### config.mk
export PLATFORM = sky130hd
export DESIGN_NAME = faccel_host_if
export DESIGN_NICKNAME = d
export VERILOG_FILES = /design/src/rtl/faccel_pkg.sv /design/src/rtl/faccel_host_if.sv
export SDC_FILE = /design/constraint.sdc
export NUM_CORES = 1
export LEC_CHECK = 0
export BUFFER_PORTS_ARGS = -buffer_cell sky130_fd_sc_hd__buf_2
export CAP_MARGIN = 20
export CORE_ASPECT_RATIO = 0.6
export CORE_MARGIN = 2
export CORE_UTILIZATION = 45
export DETAILED_ROUTE_END_ITERATION = 10
export GPL_TIMING_DRIVEN = 0
export PLACE_DENSITY = 0.81
export RECOVER_POWER = 25
export SLEW_MARGIN = 10
export SYNTH_ARGS = -nofsm -noshare
export SYNTH_HDL_FRONTEND = slang
export SYNTH_SLANG_ARGS = --single-unit
### constraint.sdc
create_clock -name clk -period 1.9 [get_ports clk]
set_clock_uncertainty 0.05 [all_clocks]
set_input_delay 0.19 -clock clk [delete_from_list [all_inputs] [get_ports clk]]
set_output_delay 0.19 -clock clk [all_outputs]
set_load 0.005 [all_outputs]
### src/rtl/faccel_pkg.sv
// Shared definitions for the factorial accelerator host interface:
// accelerator register map, status bit positions and the sequencer state set.
package faccel_pkg;

    localparam logic [1:0] FA_ADDR_N  = 2'd0;
    localparam logic [1:0] FA_ADDR_GO = 2'd1;
    localparam logic [1:0] FA_ADDR_ST = 2'd2;
    localparam logic [1:0] FA_ADDR_F  = 2'd3;

    localparam int unsigned ST_DONE = 0;
    localparam int unsigned ST_ERR  = 1;

    localparam logic [3:0] GO_BIT = 4'b0001;

    typedef enum logic [3:0] {
        S_IDLE,
        S_WR_N,
        S_WR_GO,
        S_GO_CLR,
        S_ST_ADDR,
        S_ST_SAMP,
        S_F_ADDR,
        S_F_SAMP,
        S_RESP
    } state_e;

    typedef struct packed {
        logic       we;
        logic [1:0] a;
        logic [3:0] d;
    } fa_wr_t;

    // Accelerator write-port value for a given sequencer state.
    function automatic fa_wr_t fa_decode(input state_e s, input logic [3:0] n);
        fa_wr_t w;
        w = '0;
        case (s)
            S_WR_N:    begin w.we = 1'b1; w.a = FA_ADDR_N;  w.d = n;      end
            S_WR_GO:   begin w.we = 1'b1; w.a = FA_ADDR_GO; w.d = GO_BIT; end
            S_GO_CLR:  begin w.we = 1'b1; w.a = FA_ADDR_GO; w.d = '0;     end
            S_ST_ADDR: w.a = FA_ADDR_ST;
            S_ST_SAMP: w.a = FA_ADDR_ST;
            S_F_ADDR:  w.a = FA_ADDR_F;
            S_F_SAMP:  w.a = FA_ADDR_F;
            default:   w = '0;
        endcase
        return w;
    endfunction

endpackage

### src/rtl/faccel_host_if.sv
// Host-side command sequencer for the factorial accelerator. One request
// (n) becomes: write N, pulse Go, poll Status until done/err, read F, and
// the result is returned on a valid/ready response channel.
// Optional: define FACCEL_HOST_TIMEOUT_EN to bound polling at POLL_MAX
// status samples (timeout reported as rsp_err with rsp_data = 0).
module faccel_host_if
    import faccel_pkg::*;
#(
    parameter int unsigned DW       = 32,
    parameter int unsigned POLL_MAX = 255,
    parameter int unsigned CW       = 8
) (
    input  logic          clk,
    input  logic          rst,
    input  logic          req_valid,
    output logic          req_ready,
    input  logic [3:0]    req_n,
    output logic          rsp_valid,
    input  logic          rsp_ready,
    output logic [DW-1:0] rsp_data,
    output logic          rsp_err,
    output logic          fa_we,
    output logic [1:0]    fa_a,
    output logic [3:0]    fa_d,
    input  logic [DW-1:0] fa_out
);

    if (CW < $clog2(POLL_MAX + 1)) begin : g_cw_check
        $error("faccel_host_if: CW too narrow for POLL_MAX");
    end

    state_e        state_q, state_d;
    logic [3:0]    n_q, n_d;
    logic [DW-1:0] rsp_data_q, rsp_data_d;
    logic          rsp_err_q, rsp_err_d;
    fa_wr_t        fa_wr_q, fa_wr_d;

`ifdef FACCEL_HOST_TIMEOUT_EN
    localparam logic [CW-1:0] POLL_LIM = CW'(POLL_MAX);
    logic [CW-1:0] poll_q, poll_d, poll_inc;
`endif

    // Next-state, request latch, response capture and poll counting.
    always_comb begin
        state_d    = state_q;
        n_d        = n_q;
        rsp_data_d = rsp_data_q;
        rsp_err_d  = rsp_err_q;
`ifdef FACCEL_HOST_TIMEOUT_EN
        poll_d     = poll_q;
        poll_inc   = (poll_q == '1) ? poll_q : poll_q + 1'b1;
`endif
        case (state_q)
            S_IDLE: begin
                if (req_valid) begin
                    n_d     = req_n;
                    state_d = S_WR_N;
`ifdef FACCEL_HOST_TIMEOUT_EN
                    poll_d  = '0;
`endif
                end
            end
            S_WR_N:    state_d = S_WR_GO;
            S_WR_GO:   state_d = S_GO_CLR;
            S_GO_CLR:  state_d = S_ST_ADDR;
            S_ST_ADDR: state_d = S_ST_SAMP;
            S_ST_SAMP: begin
                if (fa_out[ST_ERR]) begin
                    rsp_err_d  = 1'b1;
                    rsp_data_d = '0;
                    state_d    = S_RESP;
                end else if (fa_out[ST_DONE]) begin
                    state_d = S_F_ADDR;
                end else begin
`ifdef FACCEL_HOST_TIMEOUT_EN
                    // The sample just taken counts toward the limit, so the
                    // timeout fires on the POLL_MAX-th not-done sample.
                    poll_d = poll_inc;
                    if (poll_inc >= POLL_LIM) begin
                        rsp_err_d  = 1'b1;
                        rsp_data_d = '0;
                        state_d    = S_RESP;
                    end else begin
                        state_d = S_ST_ADDR;
                    end
`else
                    state_d = S_ST_ADDR;
`endif
                end
            end
            S_F_ADDR:  state_d = S_F_SAMP;
            S_F_SAMP: begin
                rsp_data_d = fa_out;
                rsp_err_d  = 1'b0;
                state_d    = S_RESP;
            end
            S_RESP: begin
                if (rsp_ready) state_d = S_IDLE;
            end
            default:   state_d = S_IDLE;
        endcase
        // Registering the decode of the next state keeps the write port a
        // clean flop output that lines up with the current state.
        fa_wr_d = fa_decode(state_d, n_d);
    end

    // State and output registers.
    always_ff @(posedge clk or negedge rst) begin
        if (!rst) begin
            state_q    <= S_IDLE;
            n_q        <= '0;
            rsp_data_q <= '0;
            rsp_err_q  <= 1'b0;
            fa_wr_q    <= '0;
        end else begin
            state_q    <= state_d;
            n_q        <= n_d;
            rsp_data_q <= rsp_data_d;
            rsp_err_q  <= rsp_err_d;
            fa_wr_q    <= fa_wr_d;
        end
    end

`ifdef FACCEL_HOST_TIMEOUT_EN
    // Saturating status-poll counter.
    always_ff @(posedge clk or negedge rst) begin
        if (!rst) poll_q <= '0;
        else      poll_q <= poll_d;
    end
`endif

    assign req_ready = (state_q == S_IDLE);
    assign rsp_valid = (state_q == S_RESP);
    assign rsp_data  = rsp_data_q;
    assign rsp_err   = rsp_err_q;
    assign fa_we     = fa_wr_q.we;
    assign fa_a      = fa_wr_q.a;
    assign fa_d      = fa_wr_q.d;

endmodule

Word-level counts from Yosys, hierarchy flattened
Index checks and enable logic that the tools add are counted.
- register bits: 48
- output and inout bits: 42
- logic and storage cells: 44
- eq/ne operators: 16
- multiplexer cells: 14
- reductions and logical operators: 7
- operators with widths (operator ; count):
    32-bit one-hot mux with 2 select lines ; 1
    4-bit one-hot mux with 9 select lines ; 1
    4-bit by 3-bit equality test with 1-bit output (second input constant) ; 8
    32-bit 2-to-1 mux ; 1
    4-bit 2-to-1 mux ; 5
    4-bit by 2-bit equality test with 1-bit output (second input constant) ; 4
    4-bit by 1-bit equality test with 1-bit output (second input constant) ; 2
    4-bit one-hot mux with 2 select lines ; 1
    2-bit one-hot mux with 3 select lines ; 1
    2-bit OR reduction ; 3
    4-bit equality test (second input constant) ; 1
    4-bit zero test ; 1
    3-bit OR reduction ; 1
    1-bit 2-to-1 mux ; 2
    2-bit 2-to-1 mux ; 1
    2-bit != test (second input constant) ; 1
    1-bit one-hot mux with 2 select lines ; 1
    2-bit AND reduction ; 1
    2-bit nonzero test ; 1

Logic depth before layout (Yosys ltp)
- depth in word-level cells: 6
- depth in mapped cells: 6
- depth with buffers taken out: 3

Worst setup path after synthesis
OpenSTA, ideal clock, no wires.
- path kind: register to register
- start: reg state_q[2]
- end: reg rsp_data_q[0], in the netlist rsp_data[0]
- library setup time: 121 ps
- arrival time: 1239 ps
- data required time: 1729 ps
- slack: 490 ps
- stages on the path, launching flop included: 7
- path buffers: 3
- clock period less this slack: 1410 ps
- path through: dfrtp_1 -> buf_4 -> and3b_1 -> and2_1 -> buf_6 -> buf_6 -> a22o_1
- longest elaborated chain between the ends: 3
- elaborated cells between the ends (all ways): 6
- RTL lines (what ; line ; RTL):
    start, declared ; faccel_host_if.sv:32 ; state_e state_q, state_d;
    start signal, assigned ; faccel_host_if.sv:116 ; state_q <= state_d;
    4-bit by 3-bit equality test with 1-bit output ; faccel_host_if.sv:53 ; case (state_q)
    2-bit != test (no source line) / 2-bit nonzero test (equally long branches) ; n/a ;
    2-bit AND reduction (no source line) ; n/a ;
    end signal, assigned ; faccel_host_if.sv:118 ; rsp_data_q <= rsp_data_d;
    end, declared ; faccel_host_if.sv:34 ; logic [DW-1:0] rsp_data_q, rsp_data_d;
Parallel ways exist; a longest one is shown, timed or not.
A chain may end at the register's enable or synchronous reset.

Worst setup path in the final report
- start: reg state_q[0]
- end: out rsp_valid
- longest elaborated chain between the ends: 1
- RTL lines (what ; line ; RTL):
    4-bit equality test ; faccel_host_if.sv:133 ; assign rsp_valid = (state_q == S_RESP);
    end, declared ; faccel_host_if.sv:18 ; output logic rsp_valid,
No other way between the ends.

==> impl_metrics.py <==
metrics = {
    "status": {
        "outcome": "finished, final reports clean",
    },
    "floorplanning": {
        "initial_cell_density_of_the_core_pct": 46.26,
        "die_area_um2": 4237,
        "design.core.area_um2": 3616,
        "floorplan.die.height_um": 51.23,
        "fp.dieW_um": 82.72,
        "floorplan.io_pins": 82,
        "row_count": 17,
    },
    "route": {
        "route.detailed.vias_per_inst": 5.112,
        "wirelength_met1_mm": 1.720,
        "detail_route.wirelength_mm": 3.446,
        "ant_nets": 0,
        "wl_met3_um": 273,
        "met2_length_mm": 1.426,
        "top_layer_used": "met4",
        "post-route-drc-count": 0,
        "wire_length_per_cell_um": 13.84,
        "first_iter_violations": 46,
        "route.vias.total": 1273,
        "dr.pass1.iters": 5,
    },
    "placement": {
        "hpwl_mm": 2.482,
        "gpl.final_weighted_congestion": 0.6810,
        "port-buffer-count": 81,
    },
    "timing": {
        "finalHoldViolCount": 0,
        "final_setup_violating_endpoints": 0,
        "fmax_mhz": 604.4,
        "rsz0062_at_grt": "no",
        "final_period_minus_worst_setup_slack_ns": 1.655,
        "fin_crit_sh_pct": 87.09,
        "worstMarginPinSlew_ns": 1.028,
        "maxSlewHeadroom_pct": 31.45,
        "final_hold_slack_ns": 0.02330,
        "setup_total_negative_slack_ns": 0,
        "maxSlewViolCount": 0,
    },
    "cts": {
        "cts_hold_repair.buffers": 0,
        "clock_sinks": 44,
        "cts_tree": "built",
        "cts_htree_levels": 2,
        "cts_post_setup_buffers_inserted": 0,
        "clock_insertion_delay_worst_skew_ns": 0.28,
        "cts.clk_slew.worst_paths_ns": 0.07,
        "numCtsBuffers": 5,
        "postCtsResizedCells": 0,
        "ctsLongestPathBuffers": 2,
        "cts_root_buffer": "sky130_fd_sc_hd__clkbuf_8",
    },
    "worst_setup_path": {
        "r2r_cells": 5,
        "cp_num_buf_inv": 2,
        "crit_path_top_delay_cell": "sky130_fd_sc_hd__nor4b_1",
        "worstReg2RegStart": "state_q[3]",
        "critical_path_class": "flip-flop to output pin",
        "worst-r2r-setup-slack_ns": 0.33,
        "cp_data_required_time_ns": 1.66,
        "endpoint_class_of_the_critical_path": "output pin",
        "worstPathMaxFanout": 10,
        "critical_path_arrival_ns": 1.41,
        "r2r-end": "rsp_data[31]",
        "worstPathCellList": "buf_6, nor4b_1, buf_2",
        "worst_path_largest_cell_delay_ns": 0.41,
        "cp-start-kind": "flip-flop",
        "critPathTopFamily": "simple AND/OR/NAND/NOR gates",
    },
    "logic_synthesis": {
        "ys_warn_count": 0,
        "syn_avg_cell_area_um2": 14.55,
        "yosysUniqueCellTypes": 20,
        "postSynthNetCount": 155,
        "flip_flop_and_latch_count_after_synthesis": 44,
        "netlist_instances": 115,
        "synth_seq_area_share_pct": 65.82,
        "syn-cell-area_um2": 1673,
    },
    "power_and_ir_drop": {
        "design_power_total_mw": 3.536,
        "cellLeakagePower_nw": 1.224,
        "power_density_nw_per_um2": 1581,
        "worst_ir_drop_vdd_v": 0.0008118,
    },
    "global_routing": {
        "grt_max_degree": 45,
        "global_route_wire_length_before_repair_mm": 5.430,
        "grt.total_usage_pct": 17.97,
        "grt_antenna_before_repair": 0,
        "grt_overflow_total": 0,
        "via_count_of_the_first_global_routing_pass": 1137,
    },
    "min_path": {
        "worstHoldPathType": "primary input to asynchronous set/reset pin",
    },
    "finish": {
        "layout-drive-gt1-share_pct": 49.01,
        "syn2layout_area_growth_pct": 33.66,
        "antennaDiodeCount": 0,
        "final_net_count": 243,
    },
    "flow_run": {
        "cap_violations": 0,
    },
}
==> per-layer routing <==
metal	up-vias	global-route usage, %
met5	-	0
met4	0	6.557
met3	2	6.890
met2	62	24.06
met1	606	26.45
li1	603	-
==> report_power, final <==
group          switching [mW]  internal, mW
clock                   0.277         0.377
sequential              0.201          1.33
combinational           0.599         0.748
==> worst register-to-register path, cell delays in order, from the launching register on <==
cell	delay (ns)
sky130_fd_sc_hd__dfrtp_1	0.38
sky130_fd_sc_hd__buf_6	0.14
sky130_fd_sc_hd__and3b_1	0.24
sky130_fd_sc_hd__nand2_1	0.17
sky130_fd_sc_hd__buf_4	0.22
sky130_fd_sc_hd__a22o_1	0.24
==> flip-flops by register name, indices dropped and copies added, names as in the netlist <==
signal and cells:
state_q 4, fa_a 2, fa_we 1, rsp_err 1, rsp_data 32, fa_d 4
==> stage by stage <==
stage	util [%]	setup slack, ns	instance area [um^2]	cells
2_1_floorplan	-	0.4905	1673	115
3_3_place_gp	59.10	0.3550	2137	243
3_5_place_dp	59.10	0.3346	2137	243
4_1_cts	61.83	0.2273	2236	249
5_1_grt	61.83	0.1128	2236	249
6_report	61.83	0.2454	2236	249
==> kinds of logic (layout without fill, tap and decap cells) <==
logic type             Yosys count  count (layout)  share of synthesized area (%)
AOI/OAI and AO/OA               41              41                          20.34
and+or+nand+nor                 18              18                          7.106
DFF                             44              44                          65.82
buffers and inverters           12              99                          6.732
==> area by class of cell <==
type	instances	area [um^2]
plain buffers	11	108.9
clock buffers	5	68.82
clock inverters	1	30.03
fillers	314	1380
inverters	1	3.754
multi-input cells	59	459.2
flip-flops and latches	44	1101
well taps	47	58.81
repair buffers	81	405.4
==> worst max path at each step <==
stage | startpoint | end | cells past startpoint
floorplan | state_q[2] | rsp_data[0] | 6
CTS | state_q[0] | rsp_valid | 3
finish | state_q[0] | rsp_valid | 3
global route | state_q[0] | rsp_valid | 3
global placement | state_q[3] | rsp_data[5] | 5
detailed placement | state_q[3] | rsp_data[28] | 5
==> cells in the final DEF, fill, tap and decap left out, drive strengths merged, types with 2 or more instances in the layout <==
| master | count |
|---|---|
| buf | 91 |
| dfrtp | 44 |
| a22o | 32 |
| clkbuf | 6 |
| a21oi | 5 |
| nor3 | 3 |
| nand2 | 3 |
| and3 | 3 |
| a311oi | 2 |
| nand2b | 2 |
| nor4 | 2 |
==> synthesized netlist by cell type <==
library cell                count  area share, %
sky130_fd_sc_hd__nand2_1        3           0.67
sky130_fd_sc_hd__a211o_1        1           0.52
sky130_fd_sc_hd__inv_1          1           0.22
sky130_fd_sc_hd__dfrtp_1       44             66
sky130_fd_sc_hd__a311oi_1       2            1.0
sky130_fd_sc_hd__nor3_1         3           0.90
sky130_fd_sc_hd__and3b_1        1           0.52
sky130_fd_sc_hd__nor4_1         1           0.37
sky130_fd_sc_hd__nor2_1         1           0.22
sky130_fd_sc_hd__nor4b_1        1           0.52
sky130_fd_sc_hd__and2_1         1           0.37
sky130_fd_sc_hd__buf_6          7            4.7
sky130_fd_sc_hd__nor4_4         1            1.3
sky130_fd_sc_hd__and3_1         3            1.1
sky130_fd_sc_hd__nand2b_1       2           0.75
sky130_fd_sc_hd__buf_4          4            1.8
sky130_fd_sc_hd__a2111oi_0      1           0.52
sky130_fd_sc_hd__a21oi_1        5            1.5
sky130_fd_sc_hd__a22o_1        32             17
sky130_fd_sc_hd__or2_1          1           0.37
(Power assumes the default switching activity.)
